`config.mk`:
```
export PLATFORM = sky130hd
export DESIGN_NAME = obstacle_sequencer
export DESIGN_NICKNAME = d
export VERILOG_FILES = /design/src/rtl/game_pkg.sv /design/src/rtl/lfsr8.sv /design/src/rtl/obstacle_sequencer.sv
export SDC_FILE = /design/constraint.sdc
export NUM_CORES = 1
export LEC_CHECK = 0
export CORE_MARGIN = 2
export CORE_UTILIZATION = 45
export DETAILED_ROUTE_END_ITERATION = 7
export GPL_TIMING_DRIVEN = 0
export PLACE_DENSITY = 0.66
export SYNTH_ARGS = -nofsm -noshare
export SYNTH_HDL_FRONTEND = slang
export SYNTH_SLANG_ARGS = --single-unit
```
`constraint.sdc`:
```
create_clock -name clk -period 2.64 [get_ports clk]
set_input_delay 0.528 -clock clk [delete_from_list [all_inputs] [get_ports clk]]
set_output_delay 0.528 -clock clk [all_outputs]
set_load 0.02 [all_outputs]
```
`src/rtl/game_pkg.sv`:
```
// Shared game definitions: obstacle select codes, sequencer state encoding
// and counter widths used by the sequencer and the obstacle modules.
package game_pkg;

    localparam int N_OBS     = 4;
    localparam int GAP_CNT_W = 27;
    localparam int WD_CNT_W  = 30;

    localparam logic [N_OBS-1:0] OBS_NONE = 4'b0000;
    localparam logic [N_OBS-1:0] OBS_0    = 4'b0001;
    localparam logic [N_OBS-1:0] OBS_1    = 4'b0010;
    localparam logic [N_OBS-1:0] OBS_2    = 4'b0100;
    localparam logic [N_OBS-1:0] OBS_3    = 4'b1000;

    typedef enum logic [2:0] {
        ST_IDLE   = 3'd0,
        ST_SELECT = 3'd1,
        ST_ARM    = 3'd2,
        ST_RUN    = 3'd3,
        ST_GAP    = 3'd4
    } seq_state_e;

    // One-hot select code for an obstacle index.
    function automatic logic [N_OBS-1:0] obs_code(input logic [1:0] idx);
        logic [N_OBS-1:0] code;
        case (idx)
            2'd0:    code = OBS_0;
            2'd1:    code = OBS_1;
            2'd2:    code = OBS_2;
            default: code = OBS_3;
        endcase
        return code;
    endfunction

    // Random pick that never repeats the previous obstacle.
    function automatic logic [1:0] pick_idx(input logic [1:0] raw, input logic [1:0] last);
        return (raw == last) ? raw + 2'd1 : raw;
    endfunction

endpackage

```
`src/rtl/lfsr8.sv`:
```
// Free-running 8-bit Fibonacci LFSR, polynomial x^8+x^6+x^5+x^4+1.
module lfsr8 (
    input  logic       clk,
    input  logic       rst,
    input  logic [7:0] seed,
    output logic [7:0] q
);

    logic [7:0] q_q;
    logic [7:0] q_d;

    // Shift toward the MSB, feeding the tap XOR back into bit 0.
    always_comb begin
        q_d = {q_q[6:0], q_q[7] ^ q_q[5] ^ q_q[4] ^ q_q[3]};
    end

    // State register; the seed must be nonzero or the sequence locks up.
    always_ff @(posedge clk) begin
        if (rst) begin
            q_q <= seed;
        end else begin
            q_q <= q_d;
        end
    end

    assign q = q_q;

endmodule

```
`src/rtl/obstacle_sequencer.sv`:
```
// Obstacle sequencer: picks a random obstacle (never the same one twice in a
// row), launches it, waits for its done pulse or a watchdog expiry, pauses for
// a gap, and repeats until the menu opens or gameplay stops.
//
//   state     | meaning
//   ----------+--------------------------------------------------------
//   ST_IDLE   | no sequence; waiting for start_game while game is on
//   ST_SELECT | pick next obstacle from the LFSR, load select outputs
//   ST_ARM    | select stable; emit the one-cycle start_pulse
//   ST_RUN    | obstacle running; watch its done bit and the watchdog
//   ST_GAP    | idle pause between obstacles, selection held
module obstacle_sequencer #(
    parameter int unsigned GAP_CYCLES      = 65000000,
    parameter int unsigned WATCHDOG_CYCLES = 975000000,
    parameter logic [7:0]  LFSR_SEED       = 8'hA5
) (
    input  logic       clk,
    input  logic       rst,
    input  logic       game_on,
    input  logic       menu_on,
    input  logic       start_game,
    input  logic [3:0] obstacle_done,
    output logic [3:0] selected,
    output logic       play_selected,
    output logic       start_pulse,
    output logic [7:0] round_count,
    output logic       busy,
    output logic       timeout_flag
);

    import game_pkg::*;

    localparam int unsigned GAP_MAX = 32'd1 << GAP_CNT_W;
    localparam int unsigned WD_MAX  = 32'd1 << WD_CNT_W;

    if (GAP_CYCLES < 1 || GAP_CYCLES > GAP_MAX) begin : g_bad_gap
        $error("GAP_CYCLES does not fit the 27-bit gap counter");
    end
    if (WATCHDOG_CYCLES < 1 || WATCHDOG_CYCLES > WD_MAX) begin : g_bad_wd
        $error("WATCHDOG_CYCLES does not fit the 30-bit watchdog counter");
    end
    if (LFSR_SEED == 8'h00) begin : g_bad_seed
        $error("LFSR_SEED must be nonzero");
    end

    localparam logic [GAP_CNT_W-1:0] GAP_LAST = GAP_CNT_W'(GAP_CYCLES - 1);
    localparam logic [WD_CNT_W-1:0]  WD_LAST  = WD_CNT_W'(WATCHDOG_CYCLES - 1);

    seq_state_e           state_q, state_d;
    logic [N_OBS-1:0]     selected_q, selected_d;
    logic                 play_q, play_d;
    logic                 start_pulse_q, start_pulse_d;
    logic [7:0]           round_q, round_d;
    logic                 busy_q, busy_d;
    logic                 timeout_q, timeout_d;
    logic [1:0]           last_idx_q, last_idx_d;
    logic [GAP_CNT_W-1:0] gap_q, gap_d;
    logic [WD_CNT_W-1:0]  wd_q, wd_d;

    logic [7:0] lfsr_val;
    logic       unused_lfsr_bits;
    logic [1:0] pick;
    logic       done_hit;
    logic       abort;

    lfsr8 u_lfsr (
        .clk  (clk),
        .rst  (rst),
        .seed (LFSR_SEED),
        .q    (lfsr_val)
    );

    // Only the low two bits choose the obstacle; the rest just shift.
    assign unused_lfsr_bits = ^lfsr_val[7:2];

    // Next-state and next-output logic; abort outranks every other event.
    always_comb begin
        state_d       = state_q;
        selected_d    = selected_q;
        play_d        = play_q;
        start_pulse_d = 1'b0;
        round_d       = round_q;
        timeout_d     = timeout_q;
        last_idx_d    = last_idx_q;
        gap_d         = gap_q;
        wd_d          = wd_q;
        pick          = pick_idx(lfsr_val[1:0], last_idx_q);
        done_hit      = obstacle_done[last_idx_q];
        abort         = menu_on || !game_on;

        if (state_q != ST_IDLE && abort) begin
            state_d    = ST_IDLE;
            selected_d = OBS_NONE;
            play_d     = 1'b0;
            gap_d      = '0;
            wd_d       = '0;
        end else begin
            unique case (state_q)
                ST_IDLE: begin
                    selected_d = OBS_NONE;
                    play_d     = 1'b0;
                    if (start_game && game_on && !menu_on) begin
                        state_d   = ST_SELECT;
                        round_d   = 8'd0;
                        timeout_d = 1'b0;
                    end
                end
                ST_SELECT: begin
                    selected_d = obs_code(pick);
                    play_d     = 1'b1;
                    last_idx_d = pick;
                    state_d    = ST_ARM;
                end
                ST_ARM: begin
                    start_pulse_d = 1'b1;
                    wd_d          = '0;
                    state_d       = ST_RUN;
                end
                ST_RUN: begin
                    // A done on the watchdog's last cycle still counts as a completion.
                    if (done_hit) begin
                        if (round_q != 8'hFF) begin
                            round_d = round_q + 8'd1;
                        end
                        play_d  = 1'b0;
                        gap_d   = '0;
                        state_d = ST_GAP;
                    end else if (wd_q == WD_LAST) begin
                        timeout_d = 1'b1;
                        play_d    = 1'b0;
                        gap_d     = '0;
                        state_d   = ST_GAP;
                    end else begin
                        wd_d = wd_q + WD_CNT_W'(1);
                    end
                end
                ST_GAP: begin
                    if (gap_q == GAP_LAST) begin
                        state_d = ST_SELECT;
                    end else begin
                        gap_d = gap_q + GAP_CNT_W'(1);
                    end
                end
                default: begin
                    state_d = ST_IDLE;
                end
            endcase
        end

        busy_d = (state_d != ST_IDLE);
    end

    // State and registered outputs.
    always_ff @(posedge clk) begin
        if (rst) begin
            state_q       <= ST_IDLE;
            selected_q    <= OBS_NONE;
            play_q        <= 1'b0;
            start_pulse_q <= 1'b0;
            round_q       <= 8'd0;
            busy_q        <= 1'b0;
            timeout_q     <= 1'b0;
            last_idx_q    <= 2'd3;
            gap_q         <= '0;
            wd_q          <= '0;
        end else begin
            state_q       <= state_d;
            selected_q    <= selected_d;
            play_q        <= play_d;
            start_pulse_q <= start_pulse_d;
            round_q       <= round_d;
            busy_q        <= busy_d;
            timeout_q     <= timeout_d;
            last_idx_q    <= last_idx_d;
            gap_q         <= gap_d;
            wd_q          <= wd_d;
        end
    end

    assign selected      = selected_q;
    assign play_selected = play_q;
    assign start_pulse   = start_pulse_q;
    assign round_count   = round_q;
    assign busy          = busy_q;
    assign timeout_flag  = timeout_q;

endmodule
```
# Yosys cells after proc, flatten, opt, wreduce, memory -nomap -nowiden
# Index checks and enable logic that the tools add are counted.
# Widths: inputs -> output; s select.
dict set report totals {
  reg_bits 86
  in_bits 9
  out_inout_bits 16
}
dict set report classes {
  add_sub_neg 4
  order_cmp 1
  eq_ne 18
  muxes 30
  n_bitwise 4
  reduce_logical 22
}
# cell count
set op_table {}
lappend op_table {{$mux 27} 3}
lappend op_table {{$mux 30} 2}
lappend op_table {{$pmux 30 s2} 1}
lappend op_table {{$pmux 27 s2} 1}
lappend op_table {{$add 30x1->30 const B} 1}
lappend op_table {{$eq 30x30->1 const B} 1}
lappend op_table {{$add 27x1->27 const B} 1}
lappend op_table {{$eq 27x26->1 const B} 1}
lappend op_table {{$mux 8} 3}
lappend op_table {{$pmux 8 s2} 1}
lappend op_table {{$mux 3} 5}
lappend op_table {{$pmux 3 s5} 1}
lappend op_table {{$ne 2x2->1 const B} 7}
lappend op_table {{$pmux 4 s3} 1}
lappend op_table {{$reduce_and 5->1} 2}
lappend op_table {{$reduce_bool 3->1} 3}
lappend op_table {{$add 8x1->8 const B} 1}
lappend op_table {{$ne 8x8->1 const B} 1}
lappend op_table {{$pmux 4 s2} 1}
lappend op_table {{$reduce_bool 2->1} 4}
lappend op_table {{$mux 1} 7}
lappend op_table {{$eq 3x2->1 const B} 2}
lappend op_table {{$reduce_and 3->1} 2}
lappend op_table {{$reduce_and 2->1} 2}
lappend op_table {{20 further kinds} 25}

# Longest topological paths before layout
# Gate-level depths: netlist of the first run.
dict set report depth {
  word_depth 6
  ltp_mapped 8
  ltp_nobuf 7
}

# Cells and area by module
# From an unflattened synthesis of the first run, not the netlist that was laid out.
dict set report unflattened {
  cells_unflattened 491
  area_unflattened_um2 4207.8
}
# mod instances cells_per_inst area_each_um2 seq_area_each_um2
set by_module_without_submodules {}
lappend by_module_without_submodules {obstacle_sequencer 1 470 3922.5 1561.5}
lappend by_module_without_submodules {lfsr8 1 21 285.3 160.2}

# Worst setup path before layout of the first run
# No wires, ideal clock.
dict set report synth_timing {
  kind {register to register}
  start {register wd_q[6]}
  end {register gap_q[24]}
  arrival_ps 2542
  setup_slack_ps 29
  path_stages_with_launch 7
  path_buffers 0
  period_less_slack_ps 2611
  path_cell_list {dfxtp_1 or4b_1 or4_4 o311ai_4 nand3_2 or4_1 a21oi_1}
}
dict set report synth_via {
  elab_chain_len 3
}
# element line_no
set synth_lines {}
lappend synth_lines {{start, declared} obstacle_sequencer.sv:58} ;# logic [WD_CNT_W-1:0] wd_q, wd_d;
lappend synth_lines {{start signal, assigned} obstacle_sequencer.sv:176} ;# wd_q <= wd_d;
lappend synth_lines {{$eq 30x30->1} obstacle_sequencer.sv:128} ;# end else if (wd_q == WD_LAST) begin
lappend synth_lines {{$ne 3x3->1 (no line)} -}
lappend synth_lines {{$reduce_and 3->1 (no line)} -}
lappend synth_lines {{end signal, assigned} obstacle_sequencer.sv:175} ;# gap_q <= gap_d;
lappend synth_lines {{end, declared} obstacle_sequencer.sv:57} ;# logic [GAP_CNT_W-1:0] gap_q, gap_d;
# Every way passes these cells.
# A chain may end at the register's enable or synchronous reset.

# Final worst setup path of the first run
# Ends and elaborated chain as after synthesis.

==> flow_metrics.tcl, run 1 <==
set metrics [dict create \
    drt-wirelength-per-cell_um 13.52 \
    post-route-util_pct 55.14 \
    grt_overflow 0 \
    hold_path_startpoint "u_lfsr.q[6]" \
    initial_core_util_pct 46.38 \
    synth-simple-area-share_pct 31.27 \
    r2r-end "gap_q[24]" \
    drive_gt1_share_pct 9.160 \
    synthMuxAreaShare_pct 1.547 \
    num_vias 3511 \
    max-vdd-ir-drop_mv 0.2884 \
    post-route-period-util_pct 97.37 \
    dr.pass1.iters 5 \
    cellPowerDensity_nw_per_um2 560.1 \
    grt_usage_pct 18.31 \
    r2r.worst_path.cells 7 \
    place_area_um2 4420 \
    drc 0 \
    total_power_mw 2.693 \
    highest_layer "met4" \
    place_ws_ns -0.3722 \
    end_kind "register" \
    setup_viol 0 \
    die_w_um 98.81 \
    wl_met2_mm 3.790 \
    synth_nets 491 \
    yosys.area_share.adder_pct 0.9279 \
    timing.rr.start "wd_q[6]" \
    cts-root-buf "clkbuf_8" \
    clock_path_buffers 2 \
    multi_input_area_um2 2267 \
    antenna_found_initial 0 \
    cts.sinks 86 \
    hp-class "register to register" \
    grt_first_pass_wirelength_mm 14.77 \
    wl_met1_mm 4.351 \
    path_class "register to register" \
    register_area_um2 1727 \
    n_fill_cell 786 \
    grt_pass1_vias 3205 \
    area_delta_synth_final_pct 18.87 \
    avgSynthCellArea_um2 8.445 \
    critPathMaxFanout 5 \
    hold-path-cell-count 1 \
    htreeDepth 3 \
    synth_top_area_share_pct 42.56 \
    synth_top_area_cell "dfxtp_1" \
    dr_wl_met3_um 260 \
    num_io_pins 25 \
    drt_wl_total_mm 8.547 \
    post-place-cells 611 \
    fin_ws_ns 0.06930 \
    synthFlopType "dfxtp_1" \
    max_slew.worst_pin.slew_ns 0.5737 \
    synth_enable_flop_cells 0 \
    stdcell_area_um2 4808 \
    status "complete, no violations" \
    synth-xor-area-share_pct 11.04 \
    place_hpwl_mm 6.100 \
    ff2ff_setup_slack_ns 0.07 \
    cts_tree "yes" \
    yosysMostFrequentCell "dfxtp_1" \
    maxSlewHeadroom_pct 60.76 \
    min_period_ns 2.571 \
    grt_max_degree 15 \
    max_freq_ghz 0.3890 \
    core_area_um2 8721 \
    cap_violations 0 \
    seq_area_frac_synth_pct 42.56 \
    arrival_ns 2.85 \
    cts.clk_slew.worst_paths_ns 0.08 \
    leakage_nw 1.612 \
    initialDrtViolationCount 152 \
    place.port_buffers 24 \
    avgViaCountPerCell 5.555 \
    drv_slew 0 \
    netlist_area_um2 4045 \
    rsz0062_at_grt "yes" \
    finalNonFillerCells 632 \
    dieArea_um2 9763 \
    hold_viol 0 \
    skew_ns 0.004579 \
    cts_buffers 9 \
    synth_compound_area_share_pct 10.05 \
    place_congestion 0.8642 \
    layout.nets 531 \
    die_h_um 98.81 \
    cp.required_ns 2.92 \
    yosys-top-cells-area "dfxtp_1 43%, nor2_1 6.5%, xnor2_1 5.8%, xor2_1 5.2%, nand4_1 4.6%" \
    start_kind "register" \
    antenna_left 0 \
    clkLatencyLatePin_ns 0.34 \
    diodes 0 \
    row_count 34 \
    yosysUniqueCellTypes 43 \
    yosysWarnings 0 \
    syn_inst 479 \
    synth_top_family_by_area "simple AND/OR/NAND/NOR gates" \
    synth_common_cells "86 x dfxtp_1, 70 x nor2_1, 31 x nand2_1" \
    synth-seq-cells 86 \
    async_flop_share_pct 0 \
    holdPathEnd "u_lfsr.q[7]" \
]
==> sequential cells by signal, summed over array words and instances (netlist names) <==
signal,flops
wd_q,30
gap_q,27
round_count,8
u_lfsr.q,8
selected,4
state_q,3
last_idx_q,2
busy,1
play_selected,1
start_pulse,1
timeout_flag,1
==> cell type report <==
class                      instances  share of cell area [%]
clock inverter                     6                   2.784
timing repair buffer              30                   6.011
inverter                          12                  0.9368
buffer                            15                   1.743
tap                              108                   2.810
sequential                        86                   35.91
clock buffer                      10                   2.654
multi-input combinational        365                   47.15
==> timing repair <==
action,in CTS,in global routing
setup buffers,3,3
cloned,0,0
pin swaps,2,4
setup endpoints to repair,38,28
resized for setup,15,13
hold buffers,0,0
==> worst max-delay path by stage <==
stage                      to       start
6_report            gap_q[24]     wd_q[6]
4_1_cts             gap_q[24]    wd_q[22]
3_5_place_dp        gap_q[25]     wd_q[6]
2_1_floorplan       gap_q[24]     wd_q[6]
5_1_grt              gap_q[1]     wd_q[6]
3_3_place_gp   round_count[6]  start_game
==> cell families (layout without fill, tap and decap cells) <==
family / after synthesis / in the layout
xor gates and xnor gates: 51 / 51
adders and majority gates: 3 / 3
muxes: 5 / 5
and+or+nand+nor: 243 / 243
DFF: 86 / 86
buffers and inverters: 28 / 73
AOI/OAI and AO/OA: 63 / 63
==> layout by cell type (no fill, tap or decap), types with 17 or more instances in the layout <==
cell type and n:
o21ai_0 17, nand2_1 31, dfxtp_1 84, xor2_1 24, xnor2_1 27, a21oi_1 20
nor3_1 20, nand4_1 30, nor2_1 70, clkdlybuf4s50_1 24, nand3_1 25
==> metrics by stage <==
| stage | hold WS, ns | TNS, ns |
|---|---|---|
| final | 0.4253 | 0 |
| after global routing | 0.4450 | -0.02282 |
| after CTS | 0.4326 | 0 |
| after detailed placement | 0.4088 | -13.24 |
| after global placement | 0.3966 | -11.00 |
| after floorplan | 0.3895 | 0 |
==> per-layer routing <==
metal	vias to the layer above	track usage, %
met1	1645	26.37
met5	-	0
met4	0	7.165
met2	62	27.13
met3	12	3.475
li1	1792	-
==> worst max-delay path, stage by stage (launching register included) <==
cell      delay, ns
dfxtp_4        0.36
or4b_4         0.53
or4_4          0.54
o311ai_4       0.24
buf_6          0.17
nand3_4        0.09
or4_4          0.44
a21oi_2        0.14
==> power breakdown <==
group	internal, mW	total [mW]	switching [mW]
combinational	0.0724	0.183	0.111
clock	0.725	1.19	0.462
sequential	1.31	1.32	0.0110
total	2.11	2.69	0.584
Note: power is estimated with default switching activity, not from simulation.
==> inputs of run 2 (changes only) <==
Settings changed: GPL_TIMING_DRIVEN 0 to unset, SKIP_CTS_REPAIR_TIMING set to 1.
==> run 2 against run 1 <==
Against the previous run:
- register-to-register slack better by 0.06 ns
- via count is 0.85% lower
- sequential share of layout area increased by 0.074 points
- sequential cell count unchanged
- utilization decreased by 0.27 points
- combinational power barely moved
- critical path depth decreased by 1
- die area unchanged
- setup slack better by 0.065 ns
- global-route usage about the same
- cell area shrank 0.49%
- clock power is 21% lower
- critical endpoint is now gap_q[11]
- highest routed layer unchanged
==> flow_metrics.tcl, run 2 (same netlist as run 1, synthesis figures left out) <==
set metrics [dict create \
    grt_usage_pct 18.34 \
    die_w_um 98.81 \
    drive_gt1_share_pct 10.71 \
    skew_ns 0.01122 \
    drv_slew 0 \
    rsz0062_at_grt "yes" \
    ff2ff_setup_slack_ns 0.13 \
    slowest_delay_ns 0.54 \
    place_area_um2 4563 \
    max_freq_ghz 0.3991 \
    start_kind "register" \
    register_area_um2 1722 \
    max_slew.worst_pin.slew_ns 0.5933 \
    cts_buffers 9 \
    antenna_left 0 \
    max-vdd-ir-drop_mv 0.2543 \
    leakage_nw 1.640 \
    hold_viol 0 \
    post-route-util_pct 54.86 \
    initial_core_util_pct 46.38 \
    grt_max_degree 29 \
    area_delta_synth_final_pct 18.28 \
    avgViaCountPerCell 5.439 \
    layout.nets 539 \
    post-route-period-util_pct 94.92 \
    num_vias 3481 \
    initialDrtViolationCount 112 \
    arrival_ns 2.81 \
    end_kind "register" \
    place_congestion 0.8159 \
    total_power_mw 2.455 \
    row_count 34 \
    stdcell_area_um2 4785 \
    dieArea_um2 9763 \
    drc 0 \
    cts.clk_slew.worst_paths_ns 0.09 \
    cap_violations 0 \
    final_cell_mix "86 x dfxtp_1, 70 x nor2_1, 31 x nand2_1" \
    path_class "register to register" \
    grt_pass1_vias 3295 \
    grt_first_pass_wirelength_mm 14.96 \
    clock_path_buffers 2 \
    die_h_um 98.81 \
    post-place-cells 622 \
    hp-class "register to register" \
    cts.sinks 86 \
    n_fill_cell 812 \
    status "complete, no violations" \
    place.port_buffers 24 \
    cp.required_ns 2.94 \
    cellPowerDensity_nw_per_um2 513.2 \
    core_area_um2 8721 \
    largest_reg_flops 30 \
    maxSlewHeadroom_pct 60.36 \
    worst-path-buf-inv 0 \
    antenna_found_initial 0 \
    min_period_ns 2.506 \
    place_hpwl_mm 6.074 \
    crit_slowest_cell "or4_4" \
    finalNonFillerCells 640 \
    path_cells "or4b_1 -> or4_4 -> o311ai_4 -> nand4b_2 -> or3_1 -> a21oi_1" \
    cts_tree "yes" \
    clkLatencyLatePin_ns 0.36 \
    dr.pass1.iters 4 \
    setup_viol 0 \
    final_common_cell "dfxtp_1" \
    drt-wirelength-per-cell_um 13.67 \
    num_io_pins 25 \
    cts-root-buf "clkbuf_8" \
    critPathMaxFanout 8 \
    drt_wl_total_mm 8.750 \
    diodes 0 \
    multi_input_area_um2 2230 \
    regMostFlops "wd_q" \
    htreeDepth 3 \
    reg.largest.list "wd_q x30, gap_q x27" \
    grt_overflow 0 \
    cp_top_family "simple AND/OR/NAND/NOR gates" \
]
==> run 2: cell count changes in the layout (fill, tap and decap cells not counted), sizes merged <==
cell / previous run / this run
buf: 7 / 28
bufinv: 4 / 1
clkbuf: 24 / 9
inv: 12 / 16
or2: 5 / 6
==> run 2: where the power goes <==
group          leakage, nW  total (mW)  switching [mW]  internal, mW
clock network        0.105       0.946           0.495         0.451
logic                0.839       0.183           0.107        0.0765
registers            0.695        1.33          0.0133          1.31
==> run 2: per-layer routing <==
metal / routed length (µm) / track usage (%) / vias up
li1: - / - / 1801
met1: 4380 / 25.35 / 1629
met2: 3962 / 28.64 / 40
met3: 288 / 4.539 / 11
met4: 119 / 5.058 / 0
met5: 0 / 0 / -
==> run 2: worst paths after layout <==
check / from / to / cells past startpoint
worst max-delay path: wd_q[6] / gap_q[11] / 6
worst min-delay path: u_lfsr.q[6] / u_lfsr.q[7] / 1
worst max register to register: wd_q[6] / gap_q[11] / 6
worst min register to register: u_lfsr.q[6] / u_lfsr.q[7] / 1
==> run 2: cell type report <==
cell class | count | share of cell area [%]
Clock buffer | 9 | 2.589
Sequential cell | 86 | 35.98
Timing Repair Buffer | 52 | 9.414
Inverter | 12 | 0.9414
Tap cell | 108 | 2.824
Multi-Input combinational cell | 366 | 46.60
Clock inverter | 7 | 1.647
==> run 2: per-stage QoR <==
stage,TNS (ns),setup WS (ns),hold WS (ns)
global placement,-0.03787,-0.02835,0.3960
global route,-0.01869,-0.01869,0.4521
CTS,-0.2599,-0.04310,0.4404
detailed placement,-0.4224,-0.04876,0.4140
floorplan,0,0.02860,0.3895
finish,0,0.1342,0.4320
